$ cat config.mk
export PLATFORM = sky130hd
export DESIGN_NAME = cond_execute_stage
export DESIGN_NICKNAME = d
export VERILOG_FILES = /design/src/rtl/cond_execute_stage_pkg.sv /design/src/rtl/cond_execute_stage_cond_check.sv /design/src/rtl/cond_execute_stage.sv
export SDC_FILE = /design/constraint.sdc
export NUM_CORES = 1
export LEC_CHECK = 0
export CORE_MARGIN = 10
export CORE_UTILIZATION = 44
export DETAILED_ROUTE_END_ITERATION = 16
export PLACE_DENSITY = 0.81
export SLEW_MARGIN = 20
export SYNTH_ARGS = -nofsm -noshare
export SYNTH_HDL_FRONTEND = slang
export SYNTH_HIERARCHICAL = 1
export SYNTH_SLANG_ARGS = --single-unit
$ cat constraint.sdc
create_clock -name clk -period 2.1 [get_ports clk]
set_input_delay 0.21 -clock clk [delete_from_list [all_inputs] [get_ports clk]]
set_output_delay 0.21 -clock clk [all_outputs]
set_load 0.01 [all_outputs]
$ cat src/rtl/cond_execute_stage_pkg.sv
// Shared types for the execute-stage condition unit:
// condition codes, flag indices and the registered control bundle.
package cond_execute_stage_pkg;

  typedef enum logic [3:0] {
    CC_EQ = 4'h0,
    CC_NE = 4'h1,
    CC_CS = 4'h2,
    CC_CC = 4'h3,
    CC_MI = 4'h4,
    CC_PL = 4'h5,
    CC_VS = 4'h6,
    CC_VC = 4'h7,
    CC_HI = 4'h8,
    CC_LS = 4'h9,
    CC_GE = 4'hA,
    CC_LT = 4'hB,
    CC_GT = 4'hC,
    CC_LE = 4'hD,
    CC_AL = 4'hE,
    CC_NV = 4'hF
  } cond_e;

  localparam int unsigned FLAG_N = 3;
  localparam int unsigned FLAG_Z = 2;
  localparam int unsigned FLAG_C = 1;
  localparam int unsigned FLAG_V = 0;

  typedef struct packed {
    logic       valid;
    logic [3:0] cond;
    logic       pcs;
    logic       regw;
    logic       memw;
    logic       memtoreg;
    logic       alusrc;
    logic       nowrite;
    logic       shift;
    logic [1:0] flagw;
    logic [2:0] alucontrol;
  } ctrl_t;

  localparam ctrl_t CTRL_BUBBLE = '0;

endpackage

$ cat src/rtl/cond_execute_stage_cond_check.sv
// Evaluates a 4-bit condition field against {N,Z,C,V}.
// NV is executed as always-true in this core.
module cond_check
  import cond_execute_stage_pkg::*;
(
  input  logic [3:0] cond,
  input  logic [3:0] flags,
  output logic       pass
);

  cond_e c;
  logic  n, z, cf, v;

  assign c  = cond_e'(cond);
  assign n  = flags[FLAG_N];
  assign z  = flags[FLAG_Z];
  assign cf = flags[FLAG_C];
  assign v  = flags[FLAG_V];

  always_comb begin
    pass = 1'b0;
    unique case (c)
      CC_EQ: pass = z;
      CC_NE: pass = !z;
      CC_CS: pass = cf;
      CC_CC: pass = !cf;
      CC_MI: pass = n;
      CC_PL: pass = !n;
      CC_VS: pass = v;
      CC_VC: pass = !v;
      CC_HI: pass = cf && !z;
      CC_LS: pass = !cf || z;
      CC_GE: pass = (n == v);
      CC_LT: pass = (n != v);
      CC_GT: pass = !z && (n == v);
      CC_LE: pass = z || (n != v);
      CC_AL: pass = 1'b1;
      CC_NV: pass = 1'b1;
    endcase
  end

endmodule

$ cat src/rtl/cond_execute_stage.sv
// Decode/execute control register, NZCV flags and condition gating
// of the register, memory and PC write enables.
module cond_execute_stage
  import cond_execute_stage_pkg::*;
(
  input  logic       clk,
  input  logic       rst_n,
  input  logic       stall_d,
  input  logic       flush_e,
  input  logic [3:0] cond_d,
  input  logic       pcs_d,
  input  logic       regw_d,
  input  logic       memw_d,
  input  logic       memtoreg_d,
  input  logic       alusrc_d,
  input  logic       nowrite_d,
  input  logic       shift_d,
  input  logic [1:0] flagw_d,
  input  logic [2:0] alucontrol_d,
  input  logic [3:0] aluflags_e,
  output logic       memtoreg_e,
  output logic       alusrc_e,
  output logic       shift_e,
  output logic [2:0] alucontrol_e,
  output logic       condex_e,
  output logic       pcsrc_e,
  output logic       regwrite_e,
  output logic       memwrite_e,
  output logic [3:0] flags
);

  ctrl_t      ctrl_d, ctrl_q;
  logic [3:0] flags_d, flags_q;
  logic       cond_pass;

  cond_check u_cond_check (
    .cond  (ctrl_q.cond),
    .flags (flags_q),
    .pass  (cond_pass)
  );

  always_comb begin
    ctrl_d = ctrl_q;
    if (flush_e) begin
      ctrl_d = CTRL_BUBBLE;
    end else if (!stall_d) begin
      ctrl_d.valid      = 1'b1;
      ctrl_d.cond       = cond_d;
      ctrl_d.pcs        = pcs_d;
      ctrl_d.regw       = regw_d;
      ctrl_d.memw       = memw_d;
      ctrl_d.memtoreg   = memtoreg_d;
      ctrl_d.alusrc     = alusrc_d;
      ctrl_d.nowrite    = nowrite_d;
      ctrl_d.shift      = shift_d;
      ctrl_d.flagw      = flagw_d;
      ctrl_d.alucontrol = alucontrol_d;
    end
  end

  assign condex_e = ctrl_q.valid & cond_pass;

  // N,Z and C,V are written independently
  always_comb begin
    flags_d = flags_q;
    if (condex_e && ctrl_q.flagw[1])
      flags_d[3:2] = aluflags_e[3:2];
    if (condex_e && ctrl_q.flagw[0])
      flags_d[1:0] = aluflags_e[1:0];
  end

  always_ff @(posedge clk or negedge rst_n) begin
    if (!rst_n) begin
      ctrl_q  <= CTRL_BUBBLE;
      flags_q <= 4'b0000;
    end else begin
      ctrl_q  <= ctrl_d;
      flags_q <= flags_d;
    end
  end

  assign pcsrc_e      = ctrl_q.pcs & condex_e;
  assign regwrite_e   = ctrl_q.regw & ~ctrl_q.nowrite & condex_e;
  assign memwrite_e   = ctrl_q.memw & condex_e;
  assign memtoreg_e   = ctrl_q.memtoreg;
  assign alusrc_e     = ctrl_q.alusrc;
  assign shift_e      = ctrl_q.shift;
  assign alucontrol_e = ctrl_q.alucontrol;
  assign flags        = flags_q;

endmodule
**Yosys cells after proc, flatten, opt, wreduce, memory -nomap -nowiden**

Index checks and enable logic that the tools add are counted.

- Bitwise operators: 6
- Equality and inequality tests: 18
- Multiplexer cells: 3
- Reduce and logical (&&, ||, !) cells: 12

Operators by type and width:

| cell | number |
|---|---|
| two-way mux 17 bit | 2 |
| equality test 4 bit, second input constant | 8 |
| equality test 4 x 3 -> 1 bit, second input constant | 4 |
| case mux 1 bit (15 select lines) | 1 |
| equality test 4 x 2 -> 1 bit, second input constant | 2 |
| AND 1 bit | 5 |
| equality test 4 x 1 -> 1 bit, second input constant | 1 |
| logical AND 1 bit | 4 |
| logical NOT 1 bit | 4 |
| logical NOT 4 bit | 1 |
| logical OR 1 bit | 2 |
| inequality test 2 x 1 -> 1 bit, second input constant | 1 |
| OR reduction 2 bit | 1 |
| equality test 1 bit | 1 |
| inequality test 1 bit | 1 |
| inverter 1 bit | 1 |

- Flip-flop bits (word level): 21
- Bits of input ports: 24
- Word-level logic and storage cells: 52

**Logic depth before layout (Yosys ltp)**

- Word-level depth: 5
- Gate-level depth with buffers: 8
- Mapped depth without buffers: 7

**Hierarchy**

Netlist, hierarchy kept.

Modules (own cells, without submodules):

| module | area each (µm²) | cells each | times used |
|---|---|---|---|
| cond_execute_stage | 904.6 | 72 | 1 |
| cond_check | 201.4 | 29 | 1 |

**Least setup slack after synthesis**

Ideal clock, no wire load.

- Path kind: reg2out
- Start point: register ctrl_q[12] (netlist bit)
- End point: output port regwrite_e
- Data arrival time: 1.710 ns
- Stages on the path, launching flop included: 9
- Slack: 0.180 ns
- Data required time: 1.890 ns
- Path through: dfrtp_1 > buf_6 > xor2_1 > or4_1 > nand2_1 > a22oi_1 > o21ai_1 > and2_2 > and3b_1

- Word-level cells in the longest chain between the ends: 5
- Elaborated cells on any way between the ends: 20
- Those cells by class: eq/ne (15); mux (1); bitwise (2); reduce/logical (2)

RTL lines:

| element | line | text |
|---|---|---|
| start: declaration | cond_execute_stage.sv:32 | `ctrl_t ctrl_d, ctrl_q;` |
| start signal: assignment | cond_execute_stage.sv:77 | `ctrl_q <= ctrl_d;` |
| equality test 4 bit | cond_execute_stage_cond_check.sv:22 | `unique case (c)` |
| OR reduction 2 bit (no source line) | n/a |  |
| case mux 1 bit (15 select lines) * | cond_execute_stage_cond_check.sv:22 |  |
| via cond_pass | cond_execute_stage.sv:34 | `logic cond_pass;` |
| AND 1 bit * | cond_execute_stage.sv:61 | `assign condex_e = ctrl_q.valid & cond_pass;` |
| via condex_e | cond_execute_stage.sv:25 | `output logic condex_e,` |
| AND 1 bit * | cond_execute_stage.sv:83 | `assign regwrite_e = ctrl_q.regw & ~ctrl_q.nowrite & condex_e;` |
| end: declaration | cond_execute_stage.sv:27 | `output logic regwrite_e,` |

Mark *: on every way through the listed nets, which the timed path passes. The rest lies on a longest branch.

**Worst setup path after layout**

- Start point: register flags_q[0], in the netlist flags[0]
- End point: output port regwrite_e

- Word-level cells in the longest chain between the ends: 5
- Elaborated cells on any way between the ends: 8
- Those cells by class: eq/ne (2); mux (1); bitwise (2); reduce/logical (3)

RTL lines:

| element | line | text |
|---|---|---|
| start: declaration | cond_execute_stage.sv:33 | `logic [3:0] flags_d, flags_q;` |
| start signal: assignment | cond_execute_stage.sv:78 | `flags_q <= flags_d;` |
| inequality test 1 bit or equality test 1 bit (tied branches) | n/a |  |
| logical OR 1 bit or logical AND 1 bit (tied branches) | cond_execute_stage_cond_check.sv:36, cond_execute_stage_cond_check.sv:35 |  |
| case mux 1 bit (15 select lines) * | cond_execute_stage_cond_check.sv:22 |  |
| via cond_pass | cond_execute_stage.sv:34 |  |
| AND 1 bit * | cond_execute_stage.sv:61 |  |
| AND 1 bit * | cond_execute_stage.sv:83 |  |

Marked as above.

==> impl_metrics.tcl <==
set metrics [dict create \
    status "complete, but fails checks" \
    violations "setup timing" \
    max_stage_delay_ns 0.42 \
    path_cells "buf_4, xnor2_1, a22oi_2, xnor2_1, a22oi_2, o21ai_2, and2_4, and3b_1, buf_2" \
    worst_pin_slew_ns 0.610 \
    multiInputGateArea_um2 543 \
    drt-initial-drc-count 20 \
    worstSetupEndpointType "primary output" \
    p_switching_w 0.000417 \
    path_class "reg2out" \
    finalMaxSlewViolations 0 \
    finalPower_w 0.00129 \
    synthTopCellsByCount "dfrtp_1, nor2_1, mux2i_1" \
    worstHoldPathType "in2async" \
    syn_area_um2 1110 \
    fin_cells 179 \
    ys.flop_type "dfrtp_1" \
    start_kind "flop" \
    via_count 904 \
    layout_setup_ws_ns -0.174 \
    viasPerCell 5.05 \
    ys_seq_area_frac 0.475 \
    die-area_um2 4920 \
    detail-route-antenna-nets 0 \
    synth_cell_type_count 30 \
    yosysMostFrequentCell "dfrtp_1" \
    wl_mm 2.84 \
    dp_hpwl_mm 2.12 \
    relSlewSlack 0.592 \
    syn_inst 101 \
    worstPathRequired_ns 1.89 \
    power_density_nw_per_um2 789 \
    clockRootBuffer "clkbuf_4" \
    holdBufCountCts 0 \
    synth_top_area_cell "dfrtp_1" \
    finalHoldViolCount 0 \
    r2r-start "flags[0]" \
    cp_max_fo 3 \
    die_x_um 70.1 \
    gp_congestion 0.897 \
    numPortBuffers 37 \
    fin_skew_ns 0.00957 \
    grt_pass1_wl_mm 4.63 \
    grt_max_degree 22 \
    ys_seq_elements 21 \
    switching_share 0.323 \
    register_area_um2 527 \
    synth_top_area_share 0.475 \
    layout-drive-gt1-share 0.268 \
    cp-startpoint "flags[0]" \
    syn2layout_area_growth_pct 48.0 \
    setup_violations 8 \
    p_clk_frac 0.148 \
    drc 0 \
    rsz0062_at_grt "true" \
    yosys_warnings 6 \
    comb_power_share 0.433 \
    cpLargestDelayFamily "compound AO/OA/AOI/OAI gates" \
    cts.sinks 21 \
    antenna_found_initial 0 \
    cp.arrival_ns 2.06 \
    slowest_stage "dfrtp_1" \
    core_area_um2 2430 \
    final.period_utilization 1.08 \
    path_buf_inv 2 \
    grt_pass1_vias 1032 \
    leakage_nw 0.775 \
    diodes 0 \
    period_needed_ns 2.27 \
    ir_worst_vdd_mv 0.601 \
    routedWlPerCell_um 15.9 \
    synth_area_per_cell_um2 11.0 \
    final_util 0.673 \
    row_count 18 \
    grt_overflow 0 \
    cts_tree "done" \
    intPower_w 0.000874 \
    power_frac_seq 0.419 \
    die_y_um 70.1 \
    final_nets 174 \
    cts_buffers 3 \
    firstDrtPassIters 4 \
    tns_ns -0.924 \
    start_util 0.455 \
    path_clk_slew_ns 0.12 \
    max_freq_mhz 440 \
    async_reset_ff_frac 1.00 \
    synth_area_leaders "dfrtp_1, mux2i_1, nor2_1" \
    io_pins 38 \
    synth_edf_count 0 \
    htreeDepth 1 \
    fillers 196 \
    synth_nets 125 \
    clk_latency_ns 0.30 \
    cap_violations 0 \
    max-clock-path-buffers 2 \
    grt_usage 0.110 \
    place_inst 172 \
]
-- area by class of cell --
type	instances	area share
inverters	2	0.00459
clock buffers	3	0.0138
multi-input cells	69	0.332
flip-flops and latches	21	0.322
clock inverters	1	0.00306
well taps	30	0.0229
repair buffers	53	0.302
-- stage by stage --
| step | area, um^2 | hold slack, ns | worst slack, ns |
|---|---|---|---|
| 4_1_cts | 1580 | 0.231 | -0.248 |
| 6_report | 1640 | 0.227 | -0.174 |
| 3_3_place_gp | 1530 | 0.498 | -0.150 |
| 3_5_place_dp | 1530 | 0.509 | -0.209 |
| 2_1_floorplan | 1110 | -0.0856 | 0.180 |
| 5_1_grt | 1640 | 0.248 | -0.275 |
-- layer usage --
layer,global-route usage,vias up,wire length (um)
met1,0.121,435,1130
met4,0.0307,0,27
met3,0.0353,4,179
met2,0.195,24,1510
met5,0,-,0
li1,-,441,-
-- cells in the final DEF (no fill, tap or decap), types with 2 or more instances in the layout --
master	instances
a21oi_1	3
a22oi_2	2
and3_2	2
and3b_1	3
buf_4	14
buf_6	4
clkbuf_4	3
clkdlybuf4s50_1	33
dfrtp_1	20
mux2_1	4
mux2i_1	16
nand3_1	2
nor2_1	18
nor2b_1	2
o21ai_2	2
xnor2_1	2
-- power by group through the flow --
stage	clock network (W)	registers, W	logic (W)
6_report	0.000191	0.000540	0.000560
3_5_place_dp	0	0.000539	0.000479
4_1_cts	0.000199	0.000530	0.000499
5_1_grt	0.000214	0.000556	0.000597
2_1_floorplan	0	0.000550	0.000202
3_3_place_gp	0	0.000530	0.000466
-- registers in the layout, indices dropped and copies added, names as in the netlist --
name	cells
alucontrol_e	3
alusrc_e	1
ctrl_q	11
flags	4
memtoreg_e	1
shift_e	1
-- kinds of logic after synthesis --
group                  Yosys count  share of synthesized area
AO/OA/AOI/OAI                   11                     0.0690
XOR/XNOR                         4                     0.0317
buffers and inverters           11                     0.0814
flip-flops                      21                      0.475
multiplexers                    20                      0.186
AND/OR/NAND/NOR                 34                      0.157
-- path summary, 6_finish.rpt --
kind | to | slack (ns) | depth (start not counted)
worst min-delay path | alucontrol_e[1] | 0.23 | 2
worst max-delay path | regwrite_e | -0.17 | 9
worst min register to register | ctrl_q[10] | 0.53 | 2
max in group asynchronous | flags[3] | 1.63 | 2
min in group clk | ctrl_q[10] | 0.49 | 3
worst max register to register | flags[3] | -0.07 | 10
-- timing repair --
| item | CTS | global route |
|---|---|---|
| setup endpoints to repair | 4 | 8 |
| buffers inserted | 3 | 1 |
| gates resized for setup | 18 | 13 |
| endpoints found under the hold margin | 0 | 0 |
| pin swaps | 5 | 6 |
(Power assumes the default switching activity.)
==> patch 1: new RTL, config.mk and constraints unchanged <==
Reset style: synchronous (`rst_n`), changed in one clocked block.
--- a/src/rtl/cond_execute_stage.sv
+++ b/src/rtl/cond_execute_stage.sv
@@ -71,3 +71,3 @@
 
-  always_ff @(posedge clk or negedge rst_n) begin
+  always_ff @(posedge clk) begin
     if (!rst_n) begin
Check against the original RTL: differs if rst_n is asserted again (counterexample within 4 cycles, from zero or initial values and one cycle with rst_n low); with rst_n held inactive, the same outputs for 10 cycles.
==> patch 1 against the original RTL <==
The flow still finishes with violations (setup timing). Synthesized area is 4.6% lower. Setup slack better by 0.12 ns. Global-route usage is 1.4 points higher. Wire length is 5.5% lower. Sequential cell count stayed put. Final area is 7.1% lower. Final cell count is 3.9% higher. Largest cell class unchanged.
Power is not compared: it rests on default switching activity, and its combinational part moved more than twofold at a synthesized area within 25%.
==> patch 1: results (changes against the original RTL) <==
** Run status
- Run status: complete, but fails checks (unchanged).
- Violated checks: setup timing (unchanged).

** Synthesis
- Synth async-reset ratio :: 0% (was 100.0%)
- The number of nets in the synthesized netlist is 135 (was 125).
- The count of distinct cell types in the synthesized netlist was 28 (was 30).
- Sequential element share of the synthesized area :: 39.86% (was 47.51%)
- The prevailing post-synth register cell is dfxtp_1 (was dfrtp_1).
- Ranking of synthesized cells by instance count :: 21 x dfxtp_1, 20 x mux2i_1, 18 x nor2_1 (was 21 x dfrtp_1, 18 x nor2_1, 16 x mux2i_1)
- Leading cell types by total area after synthesis: dfxtp_1 40%, mux2i_1 19%, nor2_1 6.4%, buf_6 5.3%, nand2_1 3.6% (was dfrtp_1 48%, mux2i_1 14%, nor2_1 6.1%, mux2_1 4.1%, buf_4 2.7%).

** STA
- Layout Skew :: 0.004047 ns (was 0.009567 ns)
- Actual transition at the worst max-transition pin :: 0.3864 ns (was 0.6096 ns)
- The total setup violations reported at the end of the flow is 3 (was 8).
- The final critical-path setup slack is -0.05252 ns (was -0.1741 ns).

** Setup path
- CP arrival :: 1.94 ns (was 2.06 ns)
- The last element of the critical path is regwrite_e (unchanged).
- The first element of the critical path was ctrl_q[12]$_SDFFE_PP0N_ (was flags[0]$_DFFE_PN0P_).
- The maximum net fanout on the critical path came to 5 (was 3).
- The depth of the worst register-to-register path is 10 (unchanged).
- Setup slack, reg-to-reg :: 0.24 ns (was -0.07 ns)
- The start of the worst register-to-register path is flags[0]$_SDFFE_PN0P_ (was flags[0]$_DFFE_PN0P_).
- The endpoint of the lowest-slack register-to-register path was flags[2]$_SDFFE_PN0P_ (was flags[3]$_DFFE_PN0P_).

** Global route
- GR Util All Layers :: 12.39% (was 11.00%)
- The via count of the first global-routing pass is 981 (was 1032).
- First-pass GRT wire length :: 4574 um (was 4629 um)
- Global-route track usage on met1 :: 13.67% (was 12.14%)
- The met3 track demand over resource was 4.992% (was 3.531%).
- Met2 track demand over resource in global routing :: 21.46% (was 19.54%)
- Maximum number of pins on one net before global-route repair :: 18 (was 22)
- The number of antenna violations at the first check in global routing was 0 (unchanged).

** Placed design
- Quantity of I/O buffers inserted on ports :: 37 (unchanged)
- The detailed-placement wirelength estimate was 2137 um (was 2124 um).
- Weighted congestion at the end of routability-driven global placement :: 0.9557 (was 0.8967)

** Route
- Total via count in the routed design :: 922 (was 904)
- The total wire length after detailed routing is 2684 um (was 2840 um).
- Drt pass-1 iters :: 4 (unchanged)
- The iteration-0 DRC count of the detailed router is 23 (was 20).

** Worst hold path
- Critical hold path startpoint :: aluflags_e[1]
- The worst min-delay path category is primary input to flop (was primary input to asynchronous set/reset pin).

** Finish
- Reg with most FFs :: ctrl_q (unchanged)
- The layout cell share with drive strength beyond 1 was 21.52% (was 26.85%).
- The post-layout net count came to 183 (was 174).

** Pwr
- Pleak :: ~0.70 nW
- Across the VDD grid, the largest voltage drop is 399.1 uV.

** Clock network
- Later-pin clock latency in the skew report :: just under 0.3 ns
- Worst-path clk slew :: 0.11 ns
- The clock buffer count from CTS came to 3 (unchanged).
==> patch 1: cell count changes after synthesis, sizes merged <==
| cell | unedited run | this run |
|---|---|---|
| mux2 | 4 | 0 |
| nand2 | 2 | 10 |
| buf | 9 | 10 |
| dfxtp | 0 | 21 |
| nand2b | 1 | 2 |
| dfrtp | 21 | 0 |
| mux2i | 16 | 20 |
==> patch 1: cell type report <==
type | instances | area, um2
fillers | 200 | 734.5
multi-input cells | 78 | 539.3
repair buffers | 53 | 480.5
flip-flops and latches | 21 | 431.7
well taps | 28 | 35.03
clock buffers | 4 | 26.28
inverters | 2 | 7.507
==> patch 1: what timing repair did <==
| item | 4_1_cts | 5_1_grt |
|---|---|---|
| setup endpoints to repair | 4 | 4 |
| buffers inserted | 3 | 1 |
| resized for setup | 23 | 4 |
| pin swaps | 1 | 2 |
==> patch 1: stage by stage <==
stage	util (%)	TNS [ns]	std cells	worst slack [ns]	instance area [um2]
floorplan	-	0	111	0.2320	1055
global placement	64.26	-0.3518	178	-0.1369	1449
detailed placement	64.26	-0.5810	178	-0.2062	1449
CTS	66.09	-0.1333	185	-0.06547	1490
global route	67.43	-0.4778	186	-0.1719	1520
finish	67.43	-0.1023	186	-0.05252	1520
==> patch 1: layer usage <==
layer | wire, um | part of all wire [%] | up-vias
met5 | 0 | 0 | -
met4 | 19 | 0.71 | 0
met3 | 228 | 8.5 | 2
met2 | 1339 | 50 | 33
met1 | 1097 | 41 | 419
li1 | - | - | 468
==> patch 1: worst min path at each step <==
stage	end	slack [ns]	cells after the start
2_1_floorplan	flags[0]$_SDFFE_PN0P_	0.35	2
3_3_place_gp	ctrl_q[10]$_SDFFE_PP0N_	0.47	2
3_5_place_dp	memtoreg_e$_SDFFE_PP0N_	0.49	2
4_1_cts	flags[0]$_SDFFE_PN0P_	0.44	3
5_1_grt	flags[3]$_SDFFE_PN0P_	0.43	3
6_report	flags[1]$_SDFFE_PN0P_	0.45	3
==> patch 1: critical path, stage by stage, from the launching register on <==
cell,delay (ns)
dfxtp_4,0.37
xor2_1,0.17
or4_1,0.41
nand2_1,0.08
a22oi_1,0.06
o21ai_1,0.11
and2_1,0.16
and3b_1,0.18
buf_6,0.11
==> patch 1: power groups by stage <==
stage	registers [mW]	logic, mW	clock network [mW]
6_report	0.417	0.133	0.189
5_1_grt	0.419	0.145	0.224
4_1_cts	0.418	0.132	0.195
3_5_place_dp	0.428	0.126	0
3_3_place_gp	0.427	0.123	0
2_1_floorplan	0.425	0.0691	0
==> patch 1: cells by family (layout without fill, tap and decap cells) <==
kind of cell / Yosys count / count (layout) / share of synthesized area, %
buf+inv: 12 / 59 / 10.32
compound gates: 11 / 11 / 7.236
xor+xnor: 4 / 4 / 3.322
flops: 21 / 21 / 39.86
simple gates: 43 / 43 / 20.29
mux: 20 / 20 / 18.98
==> patch 2: new RTL, config.mk and constraints unchanged <==
Without the edit above. Put one more register stage on the output `flags`, with the module's reset. The value now appears one clock later. The other outputs are not delayed to match.
--- a/src/rtl/cond_execute_stage.sv
+++ b/src/rtl/cond_execute_stage.sv
@@ -30,2 +30,4 @@
 );
+
+  logic [3:0] flags_c;
 
@@ -88,3 +90,11 @@
   assign alucontrol_e = ctrl_q.alucontrol;
-  assign flags        = flags_q;
+  assign flags_c      = flags_q;
+
+  always_ff @(posedge clk or negedge rst_n) begin
+    if (!rst_n) begin
+      flags <= '0;
+    end else begin
+      flags <= flags_c;
+    end
+  end
 
Formal check against the unedited RTL: not equivalent (Yosys sat finds a counterexample within 4 cycles, from zero or initial values and one cycle with rst_n low).
==> patch 2 against the original RTL <==
The run still ends with setup timing left. Synthesized area is 9.0% higher. Sequential power is 22% higher. Count of clock-buffer cells in the layout is 1 higher. First-iteration DRC count is 55% higher. Total power is 8.8% higher. Wire length is 0.85% higher. Sequential cell count is 4 higher. Setup slack better by 0.0038 ns. Final area is 4.7% higher. Via count is 5.2% higher. Critical endpoint unchanged. Largest power group is now registers.
==> patch 2: results (changes against the original RTL) <==
** Run status
- Run status :: complete, but fails checks (unchanged)
- Violated checks :: setup timing (unchanged)

** Clock network
- Worst-path clk slew :: 0.14 ns (was 0.12 ns)
- The insertion delay of the later-clocked pin in the worst-skew pair was 0.32 ns (was 0.30 ns).
- Setup Buffers After CTS :: 2 (was 3)
- The number of cells upsized or downsized after cts is 20 (was 18).

** Placed design
- Weighted congestion at the end of routability-driven global placement :: 0.9433 (was 0.8967)
- The pre-CTS worst setup slack came to -0.2043 ns (was -0.2092 ns).
- The detailed-placement wirelength estimate came to 2186 um (was 2124 um).
- Placed Cells :: 178 (was 172)

** Finish
- Proportion of layout cells with a drive suffix above 1 :: 21.79% (was 26.85%)
- The post-layout net count is 181 (was 174).

** Setup path
- Cell depth of the worst flop-to-flop path :: 11 (was 10)
- The endpoint of the lowest-slack register-to-register path was flags_c[3]$_DFFE_PN0P_ (was flags[3]$_DFFE_PN0P_).
- Critical path's top delay family :: simple AND/OR/NAND/NOR gates (was compound AO/OA/AOI/OAI gates)
- The highest cell delay on the worst timing path is 0.45 ns (was 0.42 ns).

** Global route
- The total routing resource utilization after global routing is 11.19% (was 11.00%).
- Number of global-route vias before repair :: 1008 (was 1032)
- First-pass GRT wire length :: 4781 um (was 4629 um)

** Pwr
- Pleak :: 0.8198 nW (was 0.7746 nW)
- Switching Share :: 29.81% (was 32.33%)
- The peak supply drop came to 620.7 uV (was 600.8 uV).

** STA
- Worst max-slew margin expressed relative to the limit :: 59.41% (was 59.23%)
- The total setup violations reported at the end of the flow came to 8 (unchanged).
- The final critical-path setup slack came to -0.1703 ns (was -0.1741 ns).
- The final setup skew came to 0.01002 ns (was 0.009567 ns).

** Synthesis
- The number of nets in the synthesized netlist was 129 (was 125).
- The share of the yosys chip area belonging to registers is 51.87% (was 47.51%).
- Post-synthesis xor/xnor area fraction :: 2.905% (was 3.167%)
- Post-synthesis mux area share :: 17.01% (was 18.55%)
- Leading cell types by total area after synthesis: dfrtp_1 52%, mux2i_1 13%, nor2_1 5.6%, mux2_1 3.7%, buf_4 2.5% (was dfrtp_1 48%, mux2i_1 14%, nor2_1 6.1%, mux2_1 4.1%, buf_4 2.7%).
- Synth Area per Inst :: 11.49 um2 (was 10.95 um2)
- Synthesized-area fraction occupied by ao, oa, aoi and oai cells :: 6.328% (was 6.900%)

** Route
- The total wire length after detailed routing came to 2864 um (was 2840 um).
- Total via count in the routed design :: 951 (was 904)
- The routed length per instance is 15.40 um (was 15.87 um).
## patch 2: changes by cell type after synthesis, sizes merged
| cell | before | now |
|---|---|---|
| dfrtp | 21 | 25 |
## patch 2: layout make-up
| class | instances | area share (%) |
|---|---|---|
| Sequential cell | 25 | 36.67 |
| Timing Repair Buffer | 56 | 30.46 |
| Multi-Input combinational cell | 69 | 28.71 |
| Tap cell | 30 | 2.191 |
| Clock buffer | 4 | 1.534 |
| Inverter | 2 | 0.4383 |
## patch 2: power by group through the flow
stage	logic (mW)	registers, mW	clock network, mW
after global routing	0.578	0.673	0.237
final	0.528	0.660	0.216
after floorplan	0.203	0.675	0
after CTS	0.510	0.661	0.222
after global placement	0.469	0.661	0
after detailed placement	0.478	0.670	0
## patch 2: cell families (layout without fill, tap and decap cells)
| group | Yosys count | after routing |
|---|---|---|
| compound gates | 11 | 11 |
| buf+inv | 11 | 62 |
| xor+xnor | 4 | 4 |
| flops | 25 | 25 |
| mux | 20 | 20 |
| simple gates | 34 | 34 |
## patch 2: metal layers
layer / part of all wire, % / track usage, %
met1: 40 / 11.94
met2: 50 / 18.66
met4: 0.73 / 4.516
met3: 9.6 / 5.170
met5: 0 / 0
## patch 2: worst max-delay path by stage
stage,startpoint,end,cells past startpoint
floorplan,ctrl_q[12]$_DFFE_PN0P_,regwrite_e,8
finish,flags_c[0]$_DFFE_PN0P_,regwrite_e,8
CTS,flags_c[0]$_DFFE_PN0P_,regwrite_e,8
global placement,flags_c[0]$_DFFE_PN0P_,regwrite_e,8
global route,flags_c[0]$_DFFE_PN0P_,regwrite_e,8
detailed placement,flags_c[0]$_DFFE_PN0P_,regwrite_e,8
